==> config.mk <==
export PLATFORM = sky130hd
export DESIGN_NAME = polar_encoder_pipe
export DESIGN_NICKNAME = d
export VERILOG_FILES = /design/src/rtl/polar_pkg.sv /design/src/rtl/polar_butterfly_stage.sv /design/src/rtl/polar_encoder_pipe.sv
export SDC_FILE = /design/constraint.sdc
export NUM_CORES = 1
export LEC_CHECK = 0
export ABC_AREA = 1
export CORE_MARGIN = 3
export CORE_UTILIZATION = 30
export CTS_CLUSTER_DIAMETER = 120
export CTS_CLUSTER_SIZE = 30
export DETAILED_ROUTE_END_ITERATION = 6
export GPL_TIMING_DRIVEN = 0
export PLACE_DENSITY = 0.55
export SYNTH_ARGS = -nofsm -noshare
export SYNTH_HDL_FRONTEND = slang
export SYNTH_SLANG_ARGS = --single-unit
==> constraint.sdc <==
create_clock -name clk -period 5.9 [get_ports clk]
set_clock_uncertainty 0.05 [all_clocks]
set_input_delay 1.18 -clock clk [delete_from_list [all_inputs] [get_ports clk]]
set_output_delay 1.18 -clock clk [all_outputs]
set_load 0.05 [all_outputs]
==> src/rtl/polar_pkg.sv <==
// Shared helpers for the pipelined polar encoder: stage/latency arithmetic
// and parameter legality checks.
`ifndef POLAR_PKG_MACROS
`define POLAR_PKG_MACROS
`define POLAR_IS_POW2(n)     (((n) > 0) && ((((n) & ((n) - 1))) == 0))
`define POLAR_N_IN_RANGE(n)  (((n) >= 4) && ((n) <= 1024))
`endif

package polar_pkg;

    localparam int POLAR_N_MIN = 4;
    localparam int POLAR_N_MAX = 1024;

    function automatic int polar_nstages(input int n);
        return $clog2(n);
    endfunction

    // 1 cycle for the masking register plus one per butterfly group.
    function automatic int polar_latency(input int n, input int spr);
        return 1 + (polar_nstages(n) + spr - 1) / spr;
    endfunction

    function automatic bit polar_n_ok(input int n);
        return `POLAR_IS_POW2(n) && `POLAR_N_IN_RANGE(n);
    endfunction

endpackage

==> src/rtl/polar_butterfly_stage.sv <==
// One Arikan butterfly stage: bits whose index has bit S clear absorb their
// partner 2^S positions above; all other bits pass through.
module polar_butterfly_stage
    import polar_pkg::*;
#(
    parameter int N = 32,
    parameter int S = 0
) (
    input  logic [N-1:0] din,
    output logic [N-1:0] dout
);

    localparam int STRIDE = 1 << S;

    for (genvar b = 0; b < N; b++) begin : g_bit
        if (((b / STRIDE) % 2) == 0) begin : g_xor
            assign dout[b] = din[b] ^ din[b + STRIDE];
        end else begin : g_pass
            assign dout[b] = din[b];
        end
    end

endmodule

==> src/rtl/polar_encoder_pipe.sv <==
// Streaming polar encoder: masks frozen bits, applies all log2(N) butterfly
// stages in groups of SPR per register, with valid/ready on both sides.
module polar_encoder_pipe
    import polar_pkg::*;
#(
    parameter int N     = 32,
    parameter int SPR   = 1,
    parameter int CNT_W = 32
) (
    input  logic             clk,
    input  logic             rst,
    input  logic             s_valid,
    output logic             s_ready,
    input  logic [N-1:0]     s_data,
    input  logic [N-1:0]     s_frozen,
    output logic             m_valid,
    input  logic             m_ready,
    output logic [N-1:0]     m_data,
    output logic [CNT_W-1:0] frame_cnt
);

    localparam int NSTAGES  = polar_nstages(N);
    localparam int SPR_SAFE = (SPR < 1) ? 1 : SPR;
    localparam int NG       = polar_latency(N, SPR_SAFE) - 1;

    if (!polar_n_ok(N)) begin : g_bad_n
        $error("polar_encoder_pipe: N=%0d must be a power of two in 4..1024", N);
    end
    if ((SPR < 1) || (SPR > NSTAGES)) begin : g_bad_spr
        $error("polar_encoder_pipe: SPR=%0d must be in 1..%0d", SPR, NSTAGES);
    end

    logic [NG:0] v_q;
    logic [NG:0] adv;
    logic [NG:0] load;
    logic        in_fire;

    // full_above tracks whether every register downstream of k is occupied;
    // if any is empty, k can always move forward (bubbles collapse).
    always_comb begin
        logic full_above;
        full_above = 1'b1;
        adv        = '0;
        for (int k = NG; k >= 0; k--) begin
            adv[k]     = v_q[k] & (m_ready | ~full_above);
            full_above = full_above & v_q[k];
        end
    end

    assign s_ready = ~rst & (~v_q[0] | adv[0]);
    assign in_fire = s_valid & s_ready;
    assign load    = {adv[NG-1:0], in_fire};

    always_ff @(posedge clk) begin
        if (rst) begin
            v_q <= '0;
        end else begin
            v_q <= load | (v_q & ~adv);
        end
    end

    for (genvar s = 0; s < NSTAGES; s++) begin : g_stage
        logic [N-1:0] din;
        logic [N-1:0] dout;
        if ((s % SPR_SAFE) == 0) begin : g_head
            assign din = g_reg[s / SPR_SAFE].q;
        end else begin : g_chain
            assign din = g_stage[s - 1].dout;
        end
        polar_butterfly_stage #(
            .N (N),
            .S (s)
        ) u_bf (
            .din  (din),
            .dout (dout)
        );
    end

    // Register 0 holds the masked frame; register k holds the result of group k.
    for (genvar k = 0; k <= NG; k++) begin : g_reg
        logic [N-1:0] q;
        logic [N-1:0] d;
        if (k == 0) begin : g_in
            assign d = s_data & ~s_frozen;
        end else begin : g_grp
            localparam int LAST_S = (((k * SPR_SAFE) < NSTAGES) ? (k * SPR_SAFE) : NSTAGES) - 1;
            assign d = g_stage[LAST_S].dout;
        end
        if (k == NG) begin : g_out
            always_ff @(posedge clk) begin
                if (rst) begin
                    q <= '0;
                end else if (load[k]) begin
                    q <= d;
                end
            end
        end else begin : g_mid
            always_ff @(posedge clk) begin
                if (load[k]) begin
                    q <= d;
                end
            end
        end
    end

    assign m_valid = v_q[NG];
    assign m_data  = g_reg[NG].q;

    always_ff @(posedge clk) begin
        if (rst) begin
            frame_cnt <= '0;
        end else if (m_valid & m_ready) begin
            frame_cnt <= frame_cnt + CNT_W'(1);
        end
    end

endmodule

**Word-level counts from Yosys, hierarchy flattened**

Index checks and enable logic that the tools add are counted.
W data, S select, Z words.

- Flip-flop bits (word level): 230
- Bits in latches: 0
- Memory bits (writable): 0
- ROM bits: 0
- Input port bits: 68
- Output and inout port bits: 66
- Logic and storage cells: 119
- Memories kept: 0

- $add $sub $neg: 1
- Multipliers: 0
- Divide/modulo/power cells: 0
- Magnitude comparators: 0
- Equal/unequal tests: 0
- Shifts and indexed selects: 0
- Multiplexer cells: 0
- Bitwise operators: 110
- Reduce and logical (&&, ||, !) cells: 0

Operator list:

| operator | number |
|---|---|
| $xor A1 B1 Y1 | 80 |
| $add A32 B1 Y32 const B | 1 |
| $and A32 B32 Y32 | 1 |
| $not A32 Y32 | 1 |
| $and A1 B1 Y1 | 12 |
| $not A1 Y1 | 7 |
| $and A6 B6 Y6 | 1 |
| $not A6 Y6 | 1 |
| $or A1 B1 Y1 | 6 |
| $or A6 B6 Y6 | 1 |

**Logic depth before layout (Yosys ltp)**

Gate-level depths: netlist of run 1.

- Depth in word-level cells: 11
- Gate-level depth with buffers: 9
- Gate-level depth less buffers: 9

**By module**

A second synthesis of run 1 with hierarchy kept.

- Cells, all modules: 1157
- Area total of the unflattened synthesis: 10273.6 um2

By module, submodules not included:

| module | instances | cells an instance | area an instance (um2) | sequential area each (um2) |
|---|---|---|---|---|
| polar_encoder_pipe | 1 | 677 | 8171.6 | 6206.0 |
| polar_butterfly_stage | 5 | 96 | 420.4 | 0.0 |

**Worst setup path before layout of run 1**

OpenSTA, ideal clock, no wires.

- Path type: input to register
- Start point: in rst
- End point: reg g_reg[0].q[0] (enable)
- Library setup time: 0.421 ns
- Data arrival time: 3.120 ns
- Required time: 5.429 ns
- Slack: 2.309 ns
- Stages on the path: 5
- Buffers on the path: 2
- Path through: buf_2 -> clkinv_1 -> clkbuf_1 -> nand2_1 -> nor2_1

- Longest elaborated chain between the ends: 3

Ends and longest elaborated chain:

| item | line | source |
|---|---|---|
| from (decl) | polar_encoder_pipe.sv:11 | `input logic rst,` |
| $not A1 Y1 | polar_encoder_pipe.sv:50 | `assign s_ready = ~rst & (~v_q[0] \| adv[0]);` |
| $and A1 B1 Y1 | polar_encoder_pipe.sv:50 |  |
| $and A1 B1 Y1 | polar_encoder_pipe.sv:51 | `assign in_fire = s_valid & s_ready;` |
| net in_fire | polar_encoder_pipe.sv:36 | `logic in_fire;` |
| to (signal assigned) | polar_encoder_pipe.sv:100 | `q <= d;` |
| to (decl) | polar_encoder_pipe.sv:81 | `logic [N-1:0] q;` |

The timed path passes the listed nets, and every way through them passes these cells.
A chain may end at the register's enable or synchronous reset.

**Worst setup path in the final report of run 1**

- Start point: in m_ready
- End point: out s_ready

- Longest elaborated chain between the ends: 4

Ends and longest elaborated chain:

| item | line | source |
|---|---|---|
| from (decl) | polar_encoder_pipe.sv:17 | `input logic m_ready,` |
| $or A1 B1 Y1 | polar_encoder_pipe.sv:45 | `adv[k] = v_q[k] & (m_ready \| ~full_above);` |
| $and A1 B1 Y1 | polar_encoder_pipe.sv:45 |  |
| $or A1 B1 Y1 | polar_encoder_pipe.sv:50 |  |
| $and A1 B1 Y1 | polar_encoder_pipe.sv:50 |  |
| to (decl) | polar_encoder_pipe.sv:13 | `output logic s_ready,` |

Every way passes these cells.

==> results of run 1 <==
[flip-flops by register name (all words and copies together), names as in the netlist]
register,flops
frame_cnt,32
v_q,6
g.q,160
m_data,32
[kinds of logic (layout without fill, tap and decap cells)]
family                   Yosys count  in the layout  synth area share (%)
adder cells (fa/ha/maj)            1              1                 0.142
XOR/XNOR                          83             83                  8.28
flip-flops                       230            230                  70.7
AO/OA/AOI/OAI                     83             83                  4.80
buffers and inverters             99            249                  4.32
AND/OR/NAND/NOR                  242            242                  11.8
[worst min path at each step]
stage                        start        endpoint  cells after the start
detailed placement  g_reg[2].q[21]  g_reg[3].q[21]                      0
global placement    g_reg[3].q[30]  g_reg[4].q[30]                      0
CTS                 g_reg[2].q[21]  g_reg[3].q[21]                      0
global route        g_reg[1].q[31]  g_reg[2].q[31]                      0
finish              g_reg[2].q[21]  g_reg[3].q[21]                      0
floorplan           g_reg[0].q[11]  g_reg[1].q[11]                      0
[critical path: stages]
cell             delay (ns)
clkdlybuf4s50_1        0.49
nor2_2                 0.25
nand2_1                0.10
nor2_1                 0.33
nand4_1                0.19
nand2_1                0.16
inv_1                  0.07
clkdlybuf4s50_1        0.70
[layout make-up]
type	count	area [sq um]	area share [%]
buffer	13	56.3	0.515
clock buffer	16	294	2.69
clock inverter	1	11.3	0.103
inverter	86	323	2.95
multi-input combinational	409	2220	20.3
sequential	230	6210	56.7
tap	384	480	4.39
timing repair buffer	133	1340	12.3
[power by group]
group	leakage (nW)	internal (mW)	switching [mW]	total [mW]
Clock	0.148	0.357	0.471	0.828
Combinational	1.67	0.0633	0.0605	0.124
Sequential	2.01	1.76	0.0168	1.78
[cell usage after synthesis (all sizes together)]
| cell type | n |
|---|---|
| dfxtp | 70 |
| clkbuf | 7 |
| nand3b | 1 |
| nand4 | 10 |
| buf | 6 |
| xnor2 | 18 |
| a21oi | 34 |
| nand3 | 25 |
| nor2 | 132 |
| nand2 | 67 |
| inv | 85 |
| edfxtp | 160 |
| o21ai | 46 |
| a31oi | 1 |
| xor2 | 65 |
| ha | 1 |
| nor3 | 7 |
| o21a | 2 |
| clkinv | 1 |
[per-layer routing]
| metal | vias to the layer above | track usage, % | wire length (um) |
|---|---|---|---|
| li1 | 2736 | - | - |
| met1 | 2335 | 14.7 | 7910 |
| met2 | 132 | 17.2 | 7550 |
| met3 | 19 | 1.57 | 890 |
| met4 | 0 | 2.45 | 263 |
| met5 | - | 0 | 0 |
[placed cells by master (no fill, tap or decap), drive strengths merged, types with 2 or more instances in the layout]
master | Yosys | layout
nand4 | 10 | 10
edfxtp | 160 | 160
nor2 | 132 | 132
xnor2 | 18 | 18
buf | 6 | 7
a21oi | 34 | 34
nor3 | 7 | 7
nand3 | 25 | 25
clkdlybuf4s50 | 0 | 132
o21ai | 46 | 46
nand2 | 67 | 67
dfxtp | 70 | 70
inv | 85 | 86
xor2 | 65 | 65
clkbuf | 7 | 23
o21a | 2 | 2
[through the flow]
stage / utilization, % / std cells
detailed placement: 36.9 / 1255
floorplan: - / 738
CTS: 38.0 / 1272
global route: 38.0 / 1272
finish: 38.0 / 1272
global placement: 36.8 / 1254
==> metrics, run 1 <==
Final Hold Fails 0; yosys warns 0; Layout Area Growth over Synthesis 24.5%; wire length of the first global-routing pass between 20 and 30 mm; largest area contributor in the netlist edfxtp_1; max cap viols 0; dpl cell area 10600 sq um; ANT cells 0; Mapped Cells 738; maximum fanout along the worst path 5; Final Net Count 953; Clock Tree Root clkbuf_16; Num CTS Buffers 11; total power draw 2.73 mW; Core Area 28800 sq um; Rel. slew slack 22.4%; Yosys cell types 24; initial antenna violation count 0; post-DR vias/cell 4.11; final-report max-slew violation count 0; WL/cell 13.1 um; worst r2r dst g_reg[1].q[31]; CTS tree built; post-route cell area 10900 sq um; row count 62; Placement Setup Slack ~1.2 ns; Reg clk slew, reported paths 0.11 ns; Setup CP Type primary input to output port; via count 5222; synthesized cell area 8780 sq um; gr usage total 10.5%; share of layout cells above drive strength 1 4.17%; DRT antenna net count 0; Fmax approximately 0.21 GHz; clk_lat worst skew 0.48 ns; # IOs between 100 and 150; RSZ-0062 raised after global routing false; Final HPWL DP 12.5 mm; Synth Register Bits 230; IO buf count between 100 and 150; DRT Wirelength 16.6 mm; H-tree levels 1; largest net degree at the start of global routing 33; setup_tns 0 ns; DIE AREA 31400 sq um; syn nets 807; P_leak 3.83 nW; # DRC 0; Req. time, crit path 4.67 ns; endpoints failing setup 0; setup bufs post-CTS 0; outcome finished, final reports clean; Gates resized, CTS repair 0; Reg2Reg Depth 7; Reg2Reg Launch Point v_q[5]; vias in the first global route 5138; crit end category output port; share of the yosys chip area belonging to registers about 70%; initial core utilization 30.5%; Critical Path Sink s_ready; part of the cycle the worst path needs 79.9%; synth top area cells edfxtp_1 55%, dfxtp_1 16%, xor2_1 6.5%, nor2_1 5.2%, inv_1 3.6%; worst-margin pin slew around 1.2 ns; R2R Setup Slk 3.57 ns; PD cells 250 nW/um^2; CP arrival 3.48 ns; top cell type's share of synthesized area 54.7%; crit path from m_ready; GP Congestion 0.818; hold buffer count at cts 0; hold_ws 0.415 ns; Critical Path Start Type primary input; drt first pass iters 5; Max IR drop VDD 142 uV; Die Ht 177 um; setup ws final 1.19 ns; Hold Path Class flip-flop to flip-flop; crit path time final approximately 4.7 ns; clock buffer depth 3; Chip Width 177 um; initial drt markers between 300 and 400; syn_area_per_cell 11.9 sq um; Overflow after GRT 0; FILL cells 2843; clock sink count 230
No activity file was read; power rests on OpenSTA's default activity.
==> run 2, diff against run 1 <==
PLACE_DENSITY = 0.57   (was 0.55)
clock period = 3.8 ns   (was 5.9 ns; I/O delays follow)
==> run 2 against run 1 <==
Clock power increased by 56%. Critical path depth unchanged. Combinational power increased by 54%. Final cell count unchanged. Via count increased by 0.56%. Sequential share of layout area about the same. Largest power group unchanged. Non-clock buffer count unchanged. Sequential power increased by 55%. Core utilization about the same.
==> metrics, run 2 (same netlist as run 1, synthesis figures left out) <==
outcome finished, final reports clean (unchanged); setup bufs post-CTS 0 (unchanged); maximum fanout along the worst path 5 (unchanged); Final Net Count 953 (unchanged); clock sink count 230 (unchanged); CP arrival 2.69 ns (was 3.48 ns); part of the cycle the worst path needs 92.0%; H-tree levels 1 (unchanged); Slowest-stage cell, CP clkdlybuf4s50_1 (unchanged); Max IR drop VDD 218 uV (was 142 uV); hold buffer count at cts 0 (unchanged); multi-input logic area 2220 sq um (unchanged); Clock Tree Root clkbuf_16 (unchanged); most frequent cell on the critical path nand2_1; FILL cells 2802 (was 2843); endpoints failing setup 0 (unchanged); Rel. slew slack 24.3% (was 22.4%); DRT Wirelength 16.1 mm (was 16.6 mm); DIE AREA 31400 sq um (unchanged); metal3 WL 985 um (was 890 um); CP delay by family, top simple AND/OR/NAND/NOR gates (was buffers and inverters); Fmax 0.286 GHz; most frequent cells in the layout 160 x edfxtp_1, 131 x clkdlybuf4s50_1, 120 x nor2_1, 85 x inv_1, 70 x dfxtp_1 (was 160 x edfxtp_1, 132 x clkdlybuf4s50_1, 120 x nor2_1, 85 x inv_1, 70 x dfxtp_1); FF/Latch Area 6210 sq um (unchanged); crit path time final 3.50 ns; final-report max-slew violation count 0 (unchanged); R2R Setup Slk 1.48 ns (was 3.57 ns); ANT cells 0 (unchanged); post-DR vias/cell 4.13 (was 4.11); Final Hold Fails 0 (unchanged); DR top layer met4 (unchanged); slowest stage delay, CP 0.45 ns (was 0.70 ns); crit end category output port (unchanged); Critical Path Start Type primary input (unchanged); initial drt markers 318 (was 366); clk_lat worst skew 0.49 ns (was 0.48 ns); commonest non-fill, non-tap cell in the layout edfxtp_1 (unchanged); critical path, cell by cell clkdlybuf4s50_1 -> nor2_2 -> nand2_1 -> nor2_1 -> nand4_1 -> nand2_1 -> inv_1 -> dlygate4sd2_1 (was clkdlybuf4s50_1 -> nor2_2 -> nand2_1 -> nor2_1 -> nand4_1 -> nand2_1 -> inv_1 -> clkdlybuf4s50_1); clock buffer depth 3 (unchanged); Num CTS Buffers 11 (unchanged); met2 WL 7.56 mm (was 7.55 mm); initial core utilization 30.5% (unchanged); max cap viols 0 (unchanged); DRT antenna net count 0 (unchanged); Top reg by flops g.q (unchanged); M1 WL 7.34 mm (was 7.91 mm); Core Area 28800 sq um (unchanged); drt first pass iters 5 (unchanged); Req. time, crit path 2.99 ns (was 4.67 ns); largest net degree at the start of global routing 33 (unchanged); # DRC 0 (unchanged); CP bufs+invs 3 (unchanged); Chip Width 177 um (unchanged); via count 5251 (was 5222); hold_ws 0.416 ns (was 0.415 ns); wire length of the first global-routing pass 25.2 mm (was 26.6 mm); IO buf count 132 (unchanged); max FFs per register 160 (unchanged); worst-margin pin slew 1.13 ns (was 1.16 ns); dpl cell area 10600 sq um (about the same); Reg clk slew, reported paths 0.11 ns (about the same); RSZ-0062 raised after global routing false (unchanged); post-route cell area 10900 sq um (about the same); PD cells 387 nW/um^2 (was 250 nW/um^2); Final HPWL DP 12.2 mm (was 12.5 mm); # IOs 134 (unchanged); WL/cell 12.7 um (was 13.1 um); vias in the first global route 4826 (was 5138); initial antenna violation count 0 (unchanged); gr usage total 9.98% (was 10.5%); Setup CP Type primary input to output port (unchanged); Overflow after GRT 0 (unchanged); row count 62 (unchanged); Die Ht 177 um (unchanged); GP Congestion 0.799 (was 0.818); CTS tree built (unchanged); Layout Area Growth over Synthesis 24.6% (was 24.5%); Hold Path Class flip-flop to flip-flop (unchanged); share of layout cells above drive strength 1 4.17% (unchanged); P_leak 3.83 nW (about the same)
==> run 2: cell count changes in the layout (fill, tap and decap cells not counted) <==
cell / before / now
clkdlybuf4s50_1: 132 / 131
buf_16: 0 / 1
dlygate4sd2_1: 0 / 1
buf_12: 1 / 0
==> run 2: per-layer routing <==
layer  global-route usage (%)  up-vias
li1                         -     2721
met3                     1.78       16
met2                     16.9      139
met4                     2.29        0
met5                        0        -
met1                     13.4     2375
==> run 2: timing repair <==
| action | in CTS | in global routing |
|---|---|---|
| resized for setup | 1 | 0 |
| endpoints found under the setup margin | 1 | 0 |
| endpoints found under the hold margin | 0 | 0 |
==> run 2: area by class of cell <==
cell class / instances / area share, %
Clock buffer: 16 / 2.69
Timing Repair Buffer: 133 / 12.3
Tap cell: 384 / 4.39
Buffer: 13 / 0.515
Multi-Input combinational cell: 409 / 20.3
Sequential cell: 230 / 56.7
Inverter: 86 / 2.95
Clock inverter: 1 / 0.103
==> run 2: power breakdown <==
part	internal, mW	switching [mW]
registers	2.74	0.0263
clock network	0.554	0.734
logic	0.0981	0.0925
==> run 2: final timing paths <==
path | start | endpoint | depth (start not counted)
worst min-delay path | g_reg[3].q[11] | g_reg[4].q[11] | 0
worst max-delay path | m_ready | s_ready | 8
worst max register to register | v_q[5] | g_reg[1].q[29] | 7
worst min register to register | g_reg[3].q[11] | g_reg[4].q[11] | 0
==> run 2: per-stage QoR <==
step | setup WS [ns] | TNS [ns] | util, % | instances | power [mW]
final | 0.302 | 0 | 38.0 | 1272 | 4.24
after global routing | 0.0614 | 0 | 38.0 | 1272 | 4.40
after CTS | 0.243 | 0 | 38.0 | 1272 | 4.31
after detailed placement | -0.0515 | -0.0515 | 37.0 | 1255 | 3.02
after global placement | -0.442 | -26.69 | 36.8 | 1254 | 3.01
after floorplan | 0.629 | 0 | - | 738 | 2.90
==> patch 1, RTL diff (config.mk and constraints of run 2) <==
Register the output `frame_cnt` once more, cleared by the reset; this adds one clock of latency there. The other outputs are not delayed to match.
--- a/src/rtl/polar_encoder_pipe.sv
+++ b/src/rtl/polar_encoder_pipe.sv
@@ -24,2 +24,4 @@
     localparam int NG       = polar_latency(N, SPR_SAFE) - 1;
+
+    logic [CNT_W-1:0] frame_cnt_s0;
 
@@ -110,5 +112,13 @@
         if (rst) begin
+            frame_cnt_s0 <= '0;
+        end else if (m_valid & m_ready) begin
+            frame_cnt_s0 <= frame_cnt_s0 + CNT_W'(1);
+        end
+    end
+
+    always_ff @(posedge clk) begin
+        if (rst) begin
             frame_cnt <= '0;
-        end else if (m_valid & m_ready) begin
-            frame_cnt <= frame_cnt + CNT_W'(1);
+        end else begin
+            frame_cnt <= frame_cnt_s0;
         end
Behaviour: not the same (Yosys sat finds a counterexample within 10 cycles, from zero or initial values and one cycle with rst high).
==> patch 1 against run 2 <==
Setup slack gained 7.3 ps; first-iteration DRC count increased by 8.5%; global-route usage is 0.086 points lower; wire length rose by 5.0%; total power grew 12%; cell count up 6.3%; utilization about the same; synthesized cell count up 8.8%; design area up 7.7%; sequential power rose by 12%; sequential cell count rose by 32; synthesized area up 8.7%; via count up 6.2%; register-to-register slack hardly changed.
==> patch 1: results <==
[run_status]
outcome = "finished, final reports clean"

[route]
drtIter0Drc = 345
wire_per_inst_um = 12.5
vias_per_cell = 4.12

[place]
preCtsSetupSlack_ps = -118
globalplace.congestion = 0.820
dpl_cell_area_sq_um = 11400
dp_hpwl_mm = 12.8

[timing]
slew_headroom_pct = 21.2
max_freq_mhz = 287

[clock_tree]
post-cts-setup-buffer-count = 0
cts_made_buffers = 12
number_of_cells_upsized_or_downsized_after_cts = 1

[synthesis]
synth_top_cells_by_area = "sky130_fd_sc_hd__edfxtp_1 (50%), sky130_fd_sc_hd__dfxtp_1 (21%), sky130_fd_sc_hd__xor2_1 (6.0%)"
postSynthNetCount = 872
yosysUniqueCellTypes = 27
yosysSeqAreaShare_pct = 71.7
synth.cells.most_frequent = "sky130_fd_sc_hd__edfxtp_1 (160), sky130_fd_sc_hd__nor2_1 (140), sky130_fd_sc_hd__dfxtp_1 (102)"

[global_route]
via_count_of_the_first_global_routing_pass = 5353
grt_first_pass_wirelength_mm = 27.1
track_usage_pct = 9.90

[cells_and_area]
share_of_cells_above_drive_strength_1_pct = 4.18
nets = 1019

[setup_path]
cp_data_arrival_time_ps = 2680
worst_path_largest_cell_delay_ps = 430

[power_and_ir_drop]
vdd.ir_drop.worst_v = 0.000241
power.leakage_nw = 4.19
internal_power_mw = 3.80
## patch 1: cell types whose count changed after synthesis, moves of 3 or more
cell                              run 2  this run
sky130_fd_sc_hd__dfxtp_1             70       102
sky130_fd_sc_hd__nor2_1             122       140
sky130_fd_sc_hd__inv_1               85        95
sky130_fd_sc_hd__clkbuf_1             7        11
sky130_fd_sc_hd__nand2_1             63        67
sky130_fd_sc_hd__a21oi_1             34        37
sky130_fd_sc_hd__nand3_1             24        21
sky130_fd_sc_hd__nor3_1               7        10
sky130_fd_sc_hd__o21ai_0             46        43
## patch 1: power groups by stage
| stage | Combinational, mW | Sequential [mW] | Clock [mW] |
|---|---|---|---|
| after floorplan | 0.0797 | 3.17 | 0 |
| after global placement | 0.197 | 3.16 | 0 |
| after detailed placement | 0.202 | 3.16 | 0 |
| after CTS | 0.202 | 3.10 | 1.53 |
| after global routing | 0.220 | 3.10 | 1.63 |
| final | 0.198 | 3.10 | 1.46 |
## patch 1: cell type report
class	count	area, sq um
tap	396	495
timing repair buffer	133	1350
sequential	262	6850
multi-input combinational	427	2290
clock inverter	2	25.0
buffer	19	85.1
inverter	95	357
clock buffer	18	333
fill	2996	19200
## patch 1: path summary, 6_finish.rpt
kind	depth (start not counted)	start	endpoint
worst min-delay path	2	frame_cnt_s0[13]$_SDFFE_PP0P_	frame_cnt[13]$_SDFF_PP0_
worst min register to register	2	frame_cnt_s0[13]$_SDFFE_PP0P_	frame_cnt[13]$_SDFF_PP0_
worst max register to register	7	v_q[5]$_SDFF_PP0_	g_reg[1].q[18]$_DFFE_PP_
worst max-delay path	8	m_ready	s_ready
## patch 1: kinds of logic (layout without fill, tap and decap cells)
logic type,Yosys count,in the layout,share of synthesized area [%]
XOR/XNOR,81,81,7.43
AND/OR/NAND/NOR,261,261,11.7
AO/OA/AOI/OAI,84,84,4.48
adder cells (fa/ha/maj),1,1,0.131
flip-flops,262,262,71.7
buffers and inverters,114,267,4.62
## patch 1: routing by layer
| metal | up-vias | part of all wire, % | track usage, % |
|---|---|---|---|
| met2 | 144 | 49 | 17.5 |
| li1 | 2910 | - | - |
| met4 | 0 | 2.1 | 2.39 |
| met3 | 18 | 5.5 | 1.46 |
| met1 | 2502 | 44 | 12.8 |
| met5 | - | 0 | 0 |
## patch 1: through the flow
| stage | utilization [%] | power (mW) | std cells | hold slack [ps] | TNS, ps |
|---|---|---|---|---|---|
| 2_1_floorplan | - | 3.25 | 803 | 366 | 0 |
| 4_1_cts | 38.0 | 4.83 | 1352 | 402 | 0 |
| 3_3_place_gp | 36.7 | 3.36 | 1331 | 383 | -27350 |
| 5_1_grt | 38.0 | 4.95 | 1352 | 429 | 0 |
| 3_5_place_dp | 36.9 | 3.37 | 1332 | 385 | -118 |
| 6_report | 38.0 | 4.76 | 1352 | 402 | 0 |
==> patch 2, RTL diff (config.mk and constraints of run 2) <==
Without the edit above. `N` is set to 32 in 2 places; all go to 16.
--- a/src/rtl/polar_butterfly_stage.sv
+++ b/src/rtl/polar_butterfly_stage.sv
@@ -5,3 +5,3 @@
 #(
-    parameter int N = 32,
+    parameter int N = 16,
     parameter int S = 0
--- a/src/rtl/polar_encoder_pipe.sv
+++ b/src/rtl/polar_encoder_pipe.sv
@@ -5,3 +5,3 @@
 #(
-    parameter int N     = 32,
+    parameter int N     = 16,
     parameter int SPR   = 1,
Ports: changed (resized m_data, s_data and s_frozen); port bits go from 134 to 86. No check against the original RTL was run, so the function may have changed too.
==> patch 2 against run 2 <==
Utilization rose by 3.9 points; clock power rose by 11%; synthesized area fell by 45%; sequential cell count fell by 113; sequential power fell by 50%; setup slack improved by 210 ps; total power fell by 31%; design area fell by 41%; critical endpoint unchanged; critical path type unchanged; first-iteration DRC count fell by 53%; wire length fell by 43%.
==> patch 2: results <==
[synthesis]
synth_top_cells_by_area = "sky130_fd_sc_hd__edfxtp_1 (40%), sky130_fd_sc_hd__dfxtp_1 (22%), sky130_fd_sc_hd__nor2_1 (7.2%)"
netlist.area_leader.share_pct = 39.6
postSynthNetCount = 534
synth_enable_flop_cells = 64
yosysUniqueCellTypes = 28
yosysSeqAreaShare_pct = 61.4
synth.cells.most_frequent = "sky130_fd_sc_hd__nor2_1 (93), sky130_fd_sc_hd__inv_1 (69), sky130_fd_sc_hd__edfxtp_1 (64)"
syn_area_per_cell_sq_um = 9.77

[cells_and_area]
nets = 637
largest_register_ffs = 64
num-fill-cells = 1506
insertedDiodeCount = 0
synthToLayoutAreaGrowth_pct = 34.0
share_of_cells_above_drive_strength_1_pct = 8.66

[power_and_ir_drop]
vdd.ir_drop.worst_v = 0.000331
power.leakage_nw = 2.36

[route]
vias_per_cell = 4.16
dr.pass1.iters = 4
postRouteWirelength_mm = 9.13
wire_per_inst_um = 11.1

[place]
preCtsSetupSlack_ps = 9.72
dp_hpwl_mm = 6.95
placed_cells_incl_taps = 793

[setup_path]
cp_data_arrival_time_ps = 2480
cp_top_family = "buffers and inverters"
worst_path_largest_cell_delay_ps = 470

[global_route]
via_count_of_the_first_global_routing_pass = 3308
grt_first_pass_wirelength_mm = 15.2
grt_max_degree = 17
track_usage_pct = 10.8

[timing]
worst_slew_pin_slew_ps = 1140

[run_status]
outcome = "finished, final reports clean"

[clock_tree]
clock_buffer_depth = 2
clk_pin_slew_worst_paths_ps = 50
cts_made_buffers = 17
clock_insertion_delay_worst_skew_ps = 400
## patch 2: routing by layer
layer	share of wire [%]	GRT usage, %
met5	0	0
met1	47	13.5
met2	45	16.5
met3	6.4	3.81
met4	2.1	5.49
## patch 2: path summary, 6_finish.rpt
check,startpoint,endpoint,slack (ps),cells past startpoint
max reg2reg,v_q[4]$_SDFF_PP0_,g_reg[0].q[12]$_DFFE_PP_,1620,9
min reg2reg,g_reg[0].q[7]$_DFFE_PP_,g_reg[1].q[7]$_DFFE_PP_,420,0
min,g_reg[0].q[7]$_DFFE_PP_,g_reg[1].q[7]$_DFFE_PP_,420,0
max,m_ready,s_ready,510,10
## patch 2: worst reg2reg max path, delay by kind of cell (launching register included)
kind / cells / cell delay (ps)
buf+inv: 3 / 210
simple gates: 6 / 1170
flops: 1 / 350
## patch 2: stage by stage
step                      setup TNS (ps)  hold slack [ps]
after floorplan                        0              398
after global placement             -30.5              406
after detailed placement               0              407
after CTS                              0              418
after global routing                   0              429
final                                  0              416
## patch 2: cell type report
type	count	area, sq um	share of cell area [%]
timing repair buffer	85	853	13.1
tap	211	264	4.06
inverter	70	263	4.04
clock buffer	17	425	6.54
sequential	117	2980	45.8
clock inverter	14	113	1.73
multi-input combinational	303	1580	24.2
buffer	6	32.5	0.500
## patch 2: what timing repair did
action | 4_1_cts | 5_1_grt
hold endpoints to repair | 0 | 0
gates resized for setup | 0 | 1
pin swaps | 0 | 0
setup buffers | 0 | 0
hold buffers | 0 | 0
setup endpoints to repair | 1 | 1
## patch 2: logic make-up after synthesis
family	share of synthesized area, %
AND/OR/NAND/NOR	20.0
flip-flops	61.4
buffers and inverters	6.16
AO/OA/AOI/OAI	6.08
XOR/XNOR	6.13
adder cells (fa/ha/maj)	0.258
## patch 2: report_power, final
| part | leakage (nW) | internal (mW) | switching, mW | total (mW) |
|---|---|---|---|---|
| logic | 1.10 | 0.0585 | 0.0608 | 0.119 |
| clock network | 0.255 | 0.886 | 0.546 | 1.43 |
| registers | 1.01 | 1.37 | 0.0149 | 1.39 |
| total | 2.36 | 2.32 | 0.622 | 2.94 |
